[src/rtl/ones_pkg.sv]
// Shared definitions for the ones-pattern generator: default widths,
// state encoding and the count saturation helper.
package ones_pkg;

    localparam int DEF_WIDTH = 16;
    localparam int DEF_CW    = 5;
    localparam int DEF_RW    = 4;

    localparam logic [1:0] S_IDLE  = 2'd0;
    localparam logic [1:0] S_BUILD = 2'd1;
    localparam logic [1:0] S_DONE  = 2'd2;

    typedef enum logic [1:0] {
        ST_IDLE  = S_IDLE,
        ST_BUILD = S_BUILD,
        ST_DONE  = S_DONE
    } state_t;

    // Clamp a requested count to the word width.
    function automatic logic [DEF_CW-1:0] sat_count(input logic [DEF_CW-1:0] count);
        return (count > DEF_CW'(DEF_WIDTH)) ? DEF_CW'(DEF_WIDTH) : count;
    endfunction

endpackage

[src/rtl/ones_pattern_gen.sv]
// Builds a WIDTH-bit word holding exactly min(COUNT, WIDTH) contiguous ones,
// starting at bit ROT and wrapping modulo WIDTH. One bit is set per clock;
// the finished word is offered on a valid/ready handshake.
//
// state | meaning
// IDLE  | waiting for a request, IN_READY high
// BUILD | setting one bit per cycle at ptr, rem bits still to set
// DONE  | word complete, OUT_VALID high until the consumer takes it
module ones_pattern_gen
    import ones_pkg::*;
#(
    parameter int WIDTH = DEF_WIDTH,
    parameter int CW    = DEF_CW,
    parameter int RW    = DEF_RW
) (
    input  logic             CLK,
    input  logic             RESET,
    input  logic             IN_VALID,
    output logic             IN_READY,
    input  logic [CW-1:0]    COUNT,
    input  logic [RW-1:0]    ROT,
    output logic             OUT_VALID,
    input  logic             OUT_READY,
    output logic [WIDTH-1:0] DATA,
    output logic             ERR,
    output logic             BUSY
);

    state_t           r_state;
    logic [WIDTH-1:0] r_data;
    logic [RW-1:0]    r_ptr;
    logic [CW-1:0]    r_rem;
    logic             r_err;
    logic             r_out_valid;
    logic             r_in_ready;
    logic             r_busy;

    logic             w_ovf;
    logic [CW-1:0]    w_sat;
    logic [RW-1:0]    w_ptr_next;

    // Saturate the request and compute the wrapped next bit position.
    always_comb begin
        w_ovf      = (COUNT > CW'(WIDTH));
        w_sat      = w_ovf ? CW'(WIDTH) : COUNT;
        w_ptr_next = (r_ptr == RW'(WIDTH - 1)) ? '0 : r_ptr + 1'b1;
    end

    // Sequencer: accept, fill one bit per cycle, then hold the word until taken.
    // A zero-count request goes straight to DONE; OUT_VALID is raised there one
    // cycle later so the minimum request-to-result latency is a single cycle.
    always_ff @(posedge CLK or posedge RESET) begin
        if (RESET) begin
            r_state     <= ST_IDLE;
            r_data      <= '0;
            r_ptr       <= '0;
            r_rem       <= '0;
            r_err       <= 1'b0;
            r_out_valid <= 1'b0;
            r_in_ready  <= 1'b1;
            r_busy      <= 1'b0;
        end else begin
            case (r_state)
                ST_IDLE: begin
                    if (IN_VALID && r_in_ready) begin
                        r_data     <= '0;
                        r_ptr      <= ROT;
                        r_rem      <= w_sat;
                        r_err      <= w_ovf;
                        r_in_ready <= 1'b0;
                        r_busy     <= 1'b1;
                        r_state    <= (w_sat != '0) ? ST_BUILD : ST_DONE;
                    end
                end
                ST_BUILD: begin
                    r_data[r_ptr] <= 1'b1;
                    r_ptr         <= w_ptr_next;
                    r_rem         <= r_rem - 1'b1;
                    if (r_rem == CW'(1)) begin
                        r_state     <= ST_DONE;
                        r_out_valid <= 1'b1;
                    end
                end
                ST_DONE: begin
                    if (!r_out_valid) begin
                        r_out_valid <= 1'b1;
                    end else if (OUT_READY) begin
                        r_out_valid <= 1'b0;
                        r_in_ready  <= 1'b1;
                        r_busy      <= 1'b0;
                        r_state     <= ST_IDLE;
                    end
                end
                default: begin
                    r_state     <= ST_IDLE;
                    r_out_valid <= 1'b0;
                    r_in_ready  <= 1'b1;
                    r_busy      <= 1'b0;
                end
            endcase
        end
    end

    assign IN_READY  = r_in_ready;
    assign OUT_VALID = r_out_valid;
    assign DATA      = r_data;
    assign ERR       = r_err;
    assign BUSY      = r_busy;

endmodule

[config.mk]
export PLATFORM = sky130hd
export DESIGN_NAME = ones_pattern_gen
export DESIGN_NICKNAME = d
export VERILOG_FILES = /design/src/rtl/ones_pkg.sv /design/src/rtl/ones_pattern_gen.sv
export SDC_FILE = /design/constraint.sdc
export NUM_CORES = 1
export LEC_CHECK = 0
export ABC_AREA = 1
export CAP_MARGIN = 20
export CORE_ASPECT_RATIO = 2
export CORE_MARGIN = 4
export CORE_UTILIZATION = 55
export DETAILED_ROUTE_END_ITERATION = 8
export PLACE_DENSITY = 0.88
export SYNTH_ARGS = -nofsm -noshare
export SYNTH_HDL_FRONTEND = slang
export SYNTH_SLANG_ARGS = --single-unit
[constraint.sdc]
create_clock -name CLK -period 4.3 [get_ports CLK]
set_input_delay 0.43 -clock CLK [delete_from_list [all_inputs] [get_ports CLK]]
set_output_delay 0.43 -clock CLK [all_outputs]
set_load 0.05 [all_outputs]
==> Yosys cells after proc, flatten, opt, wreduce, memory -nomap -nowiden <==
Cells that the tools add are included.
{ "word_totals": {"n_memories": 0, "regBits": 31, "mem_bits_rw": 0, "in_bits": 13, "elab_cells": 62, "latch_bits": 0, "romBits": 0, "out_inout_bits": 20} }
{ "classes": {"mul": 0, "shift": 0, "bitwise_logic": 3, "order_cmp": 3, "n_reduce_logical": 10, "n_div": 0, "n_mux": 28, "n_eq_ne": 8, "addsub": 2} }
{ "ops": {"columns": ["operator", "n"], "rows": [
  ["case mux 16 bit (2 select lines)", 1],
  ["two-way mux 16 bit", 1],
  ["bitwise OR 16 bit", 1],
  ["two-way mux 1 bit", 10],
  ["two-way mux 2 bit", 5],
  ["two-way mux 5 bit", 2],
  ["case mux 5 bit (2 select lines)", 1],
  ["case mux 1 bit (3 select lines)", 3],
  ["two-way mux 4 bit", 2],
  ["!= test 2 bit (second input constant)", 4],
  ["case mux 4 bit (2 select lines)", 1],
  ["AND reduction 4 bit", 2],
  ["case mux 2 bit (3 select lines)", 1],
  ["AND reduction 2 bit", 3],
  ["equality test 5 x 1 -> 1 bit (second input constant)", 1],
  ["greater-than comparator 5 bit (second input constant)", 1],
  ["< comparator 4 x 5 -> 1 bit (second input constant)", 1],
  ["nonzero test 5 bit", 1],
  ["subtractor 5 x 1 -> 5 bit (second input constant)", 1],
  ["adder 4 x 1 -> 4 bit (second input constant)", 1],
  ["demux 1 bit (select 4 bit)", 1],
  ["equality test 4 bit (second input constant)", 1],
  [">= comparator 4 x 1 -> 1 bit (second input constant)", 1],
  ["equality test 2 x 1 -> 1 bit (second input constant)", 1],
  ["5 further kinds", 7]
]} }

==> Logic depth before layout (Yosys ltp) <==
Gate-level depths: netlist of run 1.
{ "logic_depth": {"ltp_word": 6, "depth_mapped": 9, "depth_no_buf": 9} }

==> Worst setup path before layout of run 1 <==
OpenSTA, ideal clock, no wires.
{ "synth_timing": {"path_kind": "register -> register", "from": "register r_in_ready, in the netlist IN_READY", "to": "register r_data[7], in the netlist DATA[7]", "slack_ns": 2.893, "n_path_buf": 2, "arrival_time_ns": 1.333, "path_stages_with_launch": 7, "required_ns": 4.226, "period_less_slack_ns": 1.407, "path_cell_list": "dfstp_2 > nand3_2 > nand2_1 > buf_6 > buf_8 > nand3_2 > o21ai_2"} }
{ "synth_via": {"elab_chain_cells": 3} }
{ "synth_rtl": {"columns": ["element", "line", "rtl"], "rows": [
  ["start: declaration", "ones_pattern_gen.sv:35", "logic r_in_ready;"],
  ["start signal: assignment", "ones_pattern_gen.sv:60", "r_in_ready <= 1'b1;"],
  ["start signal: assignment", "ones_pattern_gen.sv:70", "r_in_ready <= 1'b0;"],
  ["start signal: assignment", "ones_pattern_gen.sv:89", "r_in_ready <= 1'b1;"],
  ["logical AND 1 bit", "ones_pattern_gen.sv:65", "if (IN_VALID && r_in_ready) begin"],
  ["!= test 2 bit (no line)", null, null],
  ["AND reduction 2 bit (no line)", null, null],
  ["end signal: assignment", "ones_pattern_gen.sv:55", "r_data <= '0;"],
  ["end signal: assignment", "ones_pattern_gen.sv:66", "r_data <= '0;"],
  ["end signal: indexed assignment", "ones_pattern_gen.sv:76", "r_data[r_ptr] <= 1'b1;"],
  ["end: declaration", "ones_pattern_gen.sv:30", "logic [WIDTH-1:0] r_data;"]
]} }
Every way passes these cells.
A chain may end at the register's enable or synchronous reset.

==> Final worst setup path of run 1 <==
{ "layout_timing": {"from": "register r_state[1]", "to": "register r_rem[4]"} }
{ "layout_via": {"elab_chain_cells": 3, "elab_cells_between_ends": 6, "cone_classes": "eq/ne: 2; mux: 1; reduce/logical: 3"} }
{ "layout_rtl": {"columns": ["element", "line", "rtl"], "rows": [
  ["start: declaration", "ones_pattern_gen.sv:29", "state_t r_state;"],
  ["start signal: assignment", "ones_pattern_gen.sv:72", "r_state <= (w_sat != '0) ? ST_BUILD : ST_DONE;"],
  ["equality test 2 x 1 -> 1 bit or zero test 2 bit (tied branches)", "ones_pattern_gen.sv:63", "case (r_state)"],
  ["nonzero test 2 bit (no line) or != test 2 bit (tied branches)", null, null],
  ["AND reduction 2 bit (no line)", null, null],
  ["end signal: assignment", "ones_pattern_gen.sv:68", "r_rem <= w_sat;"],
  ["end signal: assignment", "ones_pattern_gen.sv:78", "r_rem <= r_rem - 1'b1;"],
  ["end: declaration", "ones_pattern_gen.sv:32", "logic [CW-1:0] r_rem;"]
]} }
Several ways; a longest one is shown, not always the timed one.

==> impl_metrics.json, run 1 <==
{
  "status": "finished, final reports clean",
  "finClkSkew_ps": 6.976,
  "yosysMostFrequentCell": "nand2_1",
  "synth_top_family_by_area": "simple AND/OR/NAND/NOR gates",
  "synth_common_cells": "60 x nand2_1, 35 x inv_1, 30 x dfrtp_1",
  "cts_buffers": 5,
  "min_period_ps": 2309,
  "rsz0062_at_grt": "no",
  "syn-cell-area_um2": 1734,
  "yosys.area.top_type_share": 0.4329,
  "drive_gt1_frac": 0.07422,
  "yosysWarnings": 0,
  "cp.arrival_ps": 2480,
  "max_freq_ghz": 0.4332,
  "whs_ps": 490.7,
  "path_clk_slew_ps": 70,
  "root_buffer": "clkbuf_8",
  "clockBufferDepth": 2,
  "wl_um": 3726,
  "synth_cell_types": 23,
  "synth_fa_ha_area_frac": 0.06494,
  "setup-tns-final_ps": 0,
  "gp_congestion": 0.8831,
  "dpl.hpwl_um": 2782,
  "wl_per_cell_um": 13.03,
  "finalMaxSlewViolations": 0,
  "syn_inst": 222,
  "dieArea_um2": 4170,
  "hold_viol": 0,
  "io_buffers": 32,
  "cts_setup_buffers": 0,
  "yosys.area_share.xor_xnor": 0.005051,
  "grt_pass1_vias": 1561,
  "ioPinCount": 33,
  "worst_slew_pin_slew_ps": 936.4,
  "worst_setup_path_start_kind": "flop",
  "cts_tree": "done",
  "leakagePower_nw": 1.050,
  "start_util": 0.5756,
  "syn_to_final_growth_pct": 23.52,
  "drtIter0Drc": 43,
  "grt_overflow": 0,
  "fin_crit_sh": 0.5369,
  "yosys.area.top_type": "dfrtp_1",
  "synth_area_per_cell_um2": 7.812,
  "nNetsFinal": 277,
  "ir_worst_vdd_uv": 536.0,
  "synthArstFlopShare": 1.000,
  "ys_top_cells_by_area": "dfrtp_1 43%, nand2_1 13%, inv_1 7.6%",
  "p_per_area_nw_per_um2": 819.1,
  "track_usage": 0.2135,
  "crit_fanout": 29,
  "synth_seq_area_share": 0.4481,
  "numClockSinks": 31,
  "dp_cells": 278,
  "first_pass_iters": 4,
  "avgViaCountPerCell": 5.346,
  "die_h_um": 87.41,
  "hold_buffers": 0,
  "cp-end-kind": "flop",
  "ys.flop_type": "dfrtp_1",
  "cp.required_ps": 4470,
  "synth_edf_count": 0,
  "grt_max_degree": 30,
  "grt_pass1_wl_um": 6458,
  "drc_errors": 0,
  "synthMuxAreaShare": 0,
  "ant_nets": 0,
  "die_w_um": 47.71,
  "crit_type": "flop to flop",
  "antenna_found_initial": 0,
  "core_area_um2": 3013,
  "setup_viol": 0,
  "timing.slew.headroom": 0.3742,
  "maxCapViolCount": 0,
  "synth-compound-area-share": 0.1046,
  "final_util": 0.7110,
  "diodes": 0,
  "cts_resized": 0,
  "synth-seq-cells": 31,
  "hold_path.class": "input port to asynchronous set/reset pin",
  "final_cells": 286,
  "worstSkewPairLatency_ps": 280,
  "synth-simple-area-share": 0.2677,
  "synth_fp_nets": 244,
  "num_rows": 28,
  "vias": 1529,
  "cts_max_level": 2
}
==> flip-flops by register name, indices dropped and copies added, names as in the netlist <==
name,count
DATA,16
IN_READY,1
ERR,1
r_state,2
BUSY,1
r_ptr,4
r_rem,5
OUT_VALID,1
==> worst max-delay path, cell delays in order, from the launching register on <==
cell,delay [ps]
dfrtp_1,400
inv_1,90
ha_1,530
nand2_1,100
nand2_1,710
nand3_1,200
nand2_1,100
o21ai_1,60
==> cell type report <==
cell class	instances	area, um^2
multi-input cells	149	767.0
inverters	35	131.4
clock buffers	7	76.32
repair buffers	33	347.8
clock inverters	1	5.005
fillers	250	870.8
flip-flops and latches	31	777.0
well taps	30	37.54
==> metrics by stage <==
stage          cell area [um^2]  setup WS, ps  power [mW]
2_1_floorplan              1734          2893       1.289
3_3_place_gp               2033          2075       1.502
3_5_place_dp               2061          1998       1.530
4_1_cts                    2142          1978       1.756
5_1_grt                    2142          1708       1.895
6_report                   2142          1991       1.755
==> routing by layer <==
metal | up-vias | wire, um | GRT usage
li1 | 760 | - | -
met1 | 706 | 1317 | 0.2095
met2 | 50 | 2133 | 0.3896
met3 | 13 | 169 | 0.04348
met4 | 0 | 105 | 0.09804
met5 | - | 0 | 0
==> cell families (layout without fill, tap and decap cells) <==
logic type               count (synthesis)  count (layout)
AO/OA/AOI/OAI                           32              32
XOR/XNOR                                 1               1
adder cells (fa/ha/maj)                  9               9
buffers and inverters                   42              76
flip-flops                              31              31
AND/OR/NAND/NOR                        107             107
==> power breakdown <==
part	total [mW]	internal (mW)	switching (mW)
clock network	0.222	0.113	0.108
registers	0.515	0.419	0.0966
logic	1.02	0.327	0.691
total	1.75	0.859	0.896
==> layout by cell type (no fill, tap or decap), drive strengths merged, types with 2 or more instances in the layout <==
cell type,Yosys,final
ha,9,9
o21ai,13,13
nand2,60,60
dfrtp,30,30
nor2,18,18
nand3,24,24
nand4,3,3
inv,35,35
or2,2,2
a21oi,17,17
clkdlybuf4s50,0,32
clkbuf,0,7
==> worst paths after layout <==
path | startpoint | depth (start not counted) | slack (ps) | end
worst max-delay path | r_state[1] | 7 | 1990 | r_rem[4]
worst min-delay path | RESET | 2 | 490 | DATA[3]
worst max register to register | r_state[1] | 7 | 1990 | r_rem[4]
worst min register to register | ERR | 2 | 510 | ERR
max in group asynchronous | RESET | 3 | 3240 | IN_READY
min in group CLK | ERR | 2 | 510 | ERR
(Power assumes the default switching activity.)
==> run 2: changes to the inputs <==
--- a/config.mk
+++ b/config.mk
@@ -9,9 +9,9 @@
 export CAP_MARGIN = 20
 export CORE_ASPECT_RATIO = 2
 export CORE_MARGIN = 4
-export CORE_UTILIZATION = 55
+export CORE_UTILIZATION = 51
 export DETAILED_ROUTE_END_ITERATION = 8
-export PLACE_DENSITY = 0.88
+export PLACE_DENSITY = 0.83
 export SYNTH_ARGS = -nofsm -noshare
 export SYNTH_HDL_FRONTEND = slang
 export SYNTH_SLANG_ARGS = --single-unit
==> constraint.sdc (replaced) <==
create_clock -name CLK -period 2.32 [get_ports CLK]
set_input_delay 0.232 -clock CLK [delete_from_list [all_inputs] [get_ports CLK]]
set_output_delay 0.232 -clock CLK [all_outputs]
set_load 0.05 [all_outputs]
==> impl_metrics.json, run 2 (same netlist as run 1, synthesis figures left out) <==
{
  "path_cells": "clkdlybuf4s50_1",
  "setup-tns-final_ps": 0,
  "rsz0062_at_grt": "no",
  "drtIter0Drc": 19,
  "ant_nets": 0,
  "first_pass_iters": 4,
  "drive_gt1_frac": 0.08140,
  "cp_num_cells": 1,
  "layout_common_cells": "60 x nand2_1, 35 x inv_1, 32 x clkdlybuf4s50_1, 30 x dfrtp_1, 21 x nand3_1",
  "drc_errors": 0,
  "track_usage": 0.1769,
  "cp_slowest_stage_delay_ps": 810,
  "critical_path.slowest_cell": "clkdlybuf4s50_1",
  "maxCapViolCount": 0,
  "die_w_um": 49.23,
  "cts_tree": "done",
  "timing.slew.headroom": 0.6177,
  "ioPinCount": 33,
  "core_area_um2": 3229,
  "hold_buffers": 0,
  "finalMaxSlewViolations": 0,
  "power.switching_mw": 1.631,
  "pwr-share-seq": 0.293,
  "grt_pass1_wl_um": 6223,
  "finClkSkew_ps": 5.869,
  "crit_fanout": 4,
  "worstSkewPairLatency_ps": 280,
  "cts_resized": 0,
  "cp-end-kind": "primary output",
  "cp.required_ps": 2090,
  "gp_congestion": 0.8356,
  "cts_setup_buffers": 0,
  "crit_type": "flop to primary output",
  "pre_cts_ws_ps": 635.1,
  "ir_worst_vdd_uv": 1095,
  "path_clk_slew_ps": 60,
  "clockBufferDepth": 2,
  "cts_buffers": 5,
  "fin_crit_sh": 0.8082,
  "grt_overflow": 0,
  "status": "finished, final reports clean",
  "min_period_ps": 1875,
  "grt_max_degree": 32,
  "start_util": 0.5370,
  "avgViaCountPerCell": 5.204,
  "syn_to_final_growth_pct": 23.30,
  "dieArea_um2": 4454,
  "max_freq_ghz": 0.5333,
  "hold_path.class": "input port to asynchronous set/reset pin",
  "wl_per_cell_um": 12.32,
  "worst_slack_ps": 444.9,
  "n_fill_cell": 272,
  "setup_viol": 0,
  "numClockSinks": 31,
  "final_common_cell": "nand2_1",
  "r2r_cells": 8,
  "nNetsFinal": 279,
  "cp_top_family": "buffers and inverters",
  "cts_max_level": 2,
  "hold_viol": 0,
  "pwr-share-clk": 0.122,
  "p_comb_frac": 0.585,
  "antenna_found_initial": 0,
  "num_rows": 29,
  "p_int_mw": 1.610,
  "io_buffers": 32,
  "worst_slew_pin_slew_ps": 572.8,
  "vias": 1504,
  "root_buffer": "clkbuf_8",
  "dpl.hpwl_um": 2803,
  "critPathBufInv": 1,
  "p_per_area_nw_per_um2": 1516,
  "grt_pass1_vias": 1527,
  "worst_setup_path_start_kind": "flop",
  "leakagePower_nw": 1.052,
  "wl_um": 3560,
  "diodes": 0,
  "die_h_um": 90.47,
  "whs_ps": 336.4,
  "p_sw_frac": 0.5033,
  "cp.arrival_ps": 1640,
  "largest_reg_flops": 16
}
-- run 2: routing by layer --
layer,routed length [um],global-route usage
met5,0,0
met1,1257,0.1654
met4,136,0.1259
met2,2047,0.3274
met3,119,0.03140
-- run 2: final timing paths --
path,start,endpoint,slack [ps]
hold / removal,RESET,DATA[15],340
setup reg to reg,r_state[0],r_rem[4],620
max in group asynchronous,RESET,IN_READY,1660
min in group CLK,DATA[6],DATA[6],500
setup / recovery,IN_READY,IN_READY,440
hold reg to reg,DATA[6],DATA[6],500
-- run 2: power groups by stage --
| stage | clock (mW) | combinational (mW) | sequential (mW) |
|---|---|---|---|
| after floorplan | 0 | 0.995 | 1.39 |
| after global placement | 0 | 1.87 | 0.950 |
| after detailed placement | 0 | 1.91 | 0.955 |
| after CTS | 0.407 | 1.92 | 0.948 |
| after global routing | 0.430 | 2.09 | 0.990 |
| final | 0.396 | 1.90 | 0.949 |
-- run 2: through the flow --
stage / power (mW) / cell area (um^2) / std cells / utilization
after floorplan: 2.388 / 1734 / 222 / -
after global placement: 2.816 / 2057 / 281 / 0.6370
after detailed placement: 2.866 / 2057 / 281 / 0.6370
after CTS: 3.271 / 2138 / 289 / 0.6621
after global routing: 3.511 / 2138 / 289 / 0.6621
final: 3.241 / 2138 / 289 / 0.6621
-- run 2: area by class of cell --
type,instances,area (um^2),share of cell area
multi-input cells,149,767.0,0.3587
clock buffers,7,76.32,0.03569
repair buffers,35,342.8,0.1603
flip-flops and latches,31,777.0,0.3634
well taps,31,38.79,0.01814
inverters,35,131.4,0.06144
clock inverters,1,5.005,0.002341
==> run 3: changes to the inputs <==
--- a/config.mk
+++ b/config.mk
@@ -9,9 +9,9 @@
 export CAP_MARGIN = 20
 export CORE_ASPECT_RATIO = 2
 export CORE_MARGIN = 4
-export CORE_UTILIZATION = 51
+export CORE_UTILIZATION = 46
 export DETAILED_ROUTE_END_ITERATION = 8
-export PLACE_DENSITY = 0.83
+export PLACE_DENSITY = 0.79
 export SYNTH_ARGS = -nofsm -noshare
 export SYNTH_HDL_FRONTEND = slang
 export SYNTH_SLANG_ARGS = --single-unit
==> constraint.sdc (replaced) <==
create_clock -name CLK -period 1.54 [get_ports CLK]
set_input_delay 0.154 -clock CLK [delete_from_list [all_inputs] [get_ports CLK]]
set_output_delay 0.154 -clock CLK [all_outputs]
set_load 0.05 [all_outputs]
==> impl_metrics.json, run 3 (same netlist as run 1, synthesis figures left out) <==
{
  "wl_um": 3599,
  "core_area_um2": 3646,
  "wl_per_cell_um": 11.54,
  "hold_viol": 0,
  "drive_gt1_frac": 0.2091,
  "setup.worst_path.start": "r_state[1]",
  "grt_pass1_vias": 1460,
  "root_buffer": "clkbuf_8",
  "use_met3": 0.03160,
  "num_rows": 31,
  "final_util": 0.6170,
  "hold_path.class": "input port to asynchronous set/reset pin",
  "vias": 1500,
  "ant_nets": 0,
  "rsz0062_at_grt": "yes",
  "worst_slew_pin_slew_ps": 381.4,
  "drc_errors": 0,
  "die_w_um": 51.42,
  "gp_congestion": 0.8320,
  "syn_to_final_growth_pct": 29.73,
  "dp_cells": 303,
  "path_clk_slew_ps": 70,
  "finalMaxSlewViolations": 0,
  "diodes": 0,
  "cts_tree": "done",
  "nNetsFinal": 284,
  "cts_setup_buffers": 0,
  "final_cells": 312,
  "cp.arrival_ps": 1700,
  "layout_common_cells": "59 x nand2_1, 35 x inv_1, 30 x dfrtp_1, 23 x buf_4, 21 x nand3_1",
  "cts_max_level": 2,
  "r2r_start": "r_state[1]",
  "status": "finished, final reports clean",
  "use_met1": 0.1622,
  "p_per_area_nw_per_um2": 2318,
  "start_util": 0.4756,
  "ir_worst_vdd_uv": 1403,
  "cts_buffers": 5,
  "clockBufferDepth": 2,
  "grt_max_degree": 32,
  "setup_viol": 0,
  "cts_resized": 0,
  "drtIter0Drc": 30,
  "min_period_ps": 1487,
  "first_pass_iters": 4,
  "worstSkewPairLatency_ps": 280,
  "grt_overflow": 0,
  "crit_fanout": 5,
  "dieArea_um2": 4876,
  "hold_buffers": 0,
  "busiest_layer": "met2",
  "fin_crit_sh": 0.9654,
  "final_common_cell": "nand2_1",
  "avgViaCountPerCell": 4.808,
  "pre_cts_ws_ps": 19.68,
  "track_usage": 0.1642,
  "grt_pass1_wl_um": 6044,
  "leakagePower_nw": 1.136,
  "antenna_found_initial": 0,
  "cp-end-kind": "flop",
  "crit_type": "flop to flop",
  "numClockSinks": 31,
  "use_met2": 0.2989,
  "maxCapViolCount": 0,
  "timing.slew.headroom": 0.7457,
  "dpl.hpwl_um": 2728,
  "worst_setup_path_start_kind": "flop",
  "max_freq_ghz": 0.6726,
  "cp.required_ps": 1750,
  "finClkSkew_ps": 6.428,
  "worst_slack_ps": 53.30,
  "die_h_um": 94.83,
  "ioPinCount": 33,
  "largest_reg_flops": 16,
  "io_buffers": 32
}
run 3: cell count changes in the layout (fill, tap and decap cells not counted), moves of 2 or more:
cell / delta
buf_12: +4
clkinv_2: +2
clkdlybuf4s50_1: -20
a21oi_1: -3
buf_4: +20
a21oi_2: +3
ha_1: -2
clkbuf_1: -2
run 3: metal layers:
| layer | up-vias | share of wire |
|---|---|---|
| met1 | 680 | 0.36 |
| met5 | - | 0 |
| met2 | 36 | 0.57 |
| met4 | 0 | 0.035 |
| met3 | 10 | 0.036 |
| li1 | 774 | - |
run 3: layout make-up:
class                      instances  area, um^2
fill                             346        1396
multi-input combinational        149       798.3
sequential                        31       777.0
timing repair buffer              40       397.9
inverter                          35       131.4
clock buffer                       5       68.82
tap                               49       61.31
clock inverter                     3       15.01
run 3: worst paths after layout:
path | depth (start not counted) | endpoint | slack, ps
setup / recovery | 7 | r_rem[4] | 50
hold / removal | 3 | r_ptr[0] | 240
max in group asynchronous | 3 | IN_READY | 990
hold reg to reg | 2 | BUSY | 510
min in group CLK | 3 | r_ptr[0] | 450
setup reg to reg | 7 | r_rem[4] | 50
run 3: critical path, stage by stage (launching register included):
cell and delay [ps]:
dfrtp_1 400, inv_1 130, ha_2 250, inv_1 110, or2_2 300, nand3_1 100
nand2_1 50, o21ai_1 70
run 3: through the flow:
step	hold slack, ps	area [um^2]	setup TNS [ps]	power, mW
detailed placement	502.2	2110	0	4.463
floorplan	256.8	1734	0	3.598
finish	239.1	2250	0	5.215
global placement	491.3	2110	0	4.414
global route	297.5	2250	-159.6	5.658
CTS	251.6	2193	0	5.081
run 3: power breakdown:
part	internal, mW	switching (mW)	total, mW
clock	0.309	0.304	0.613
combinational	1.17	1.99	3.16
sequential	1.17	0.277	1.45
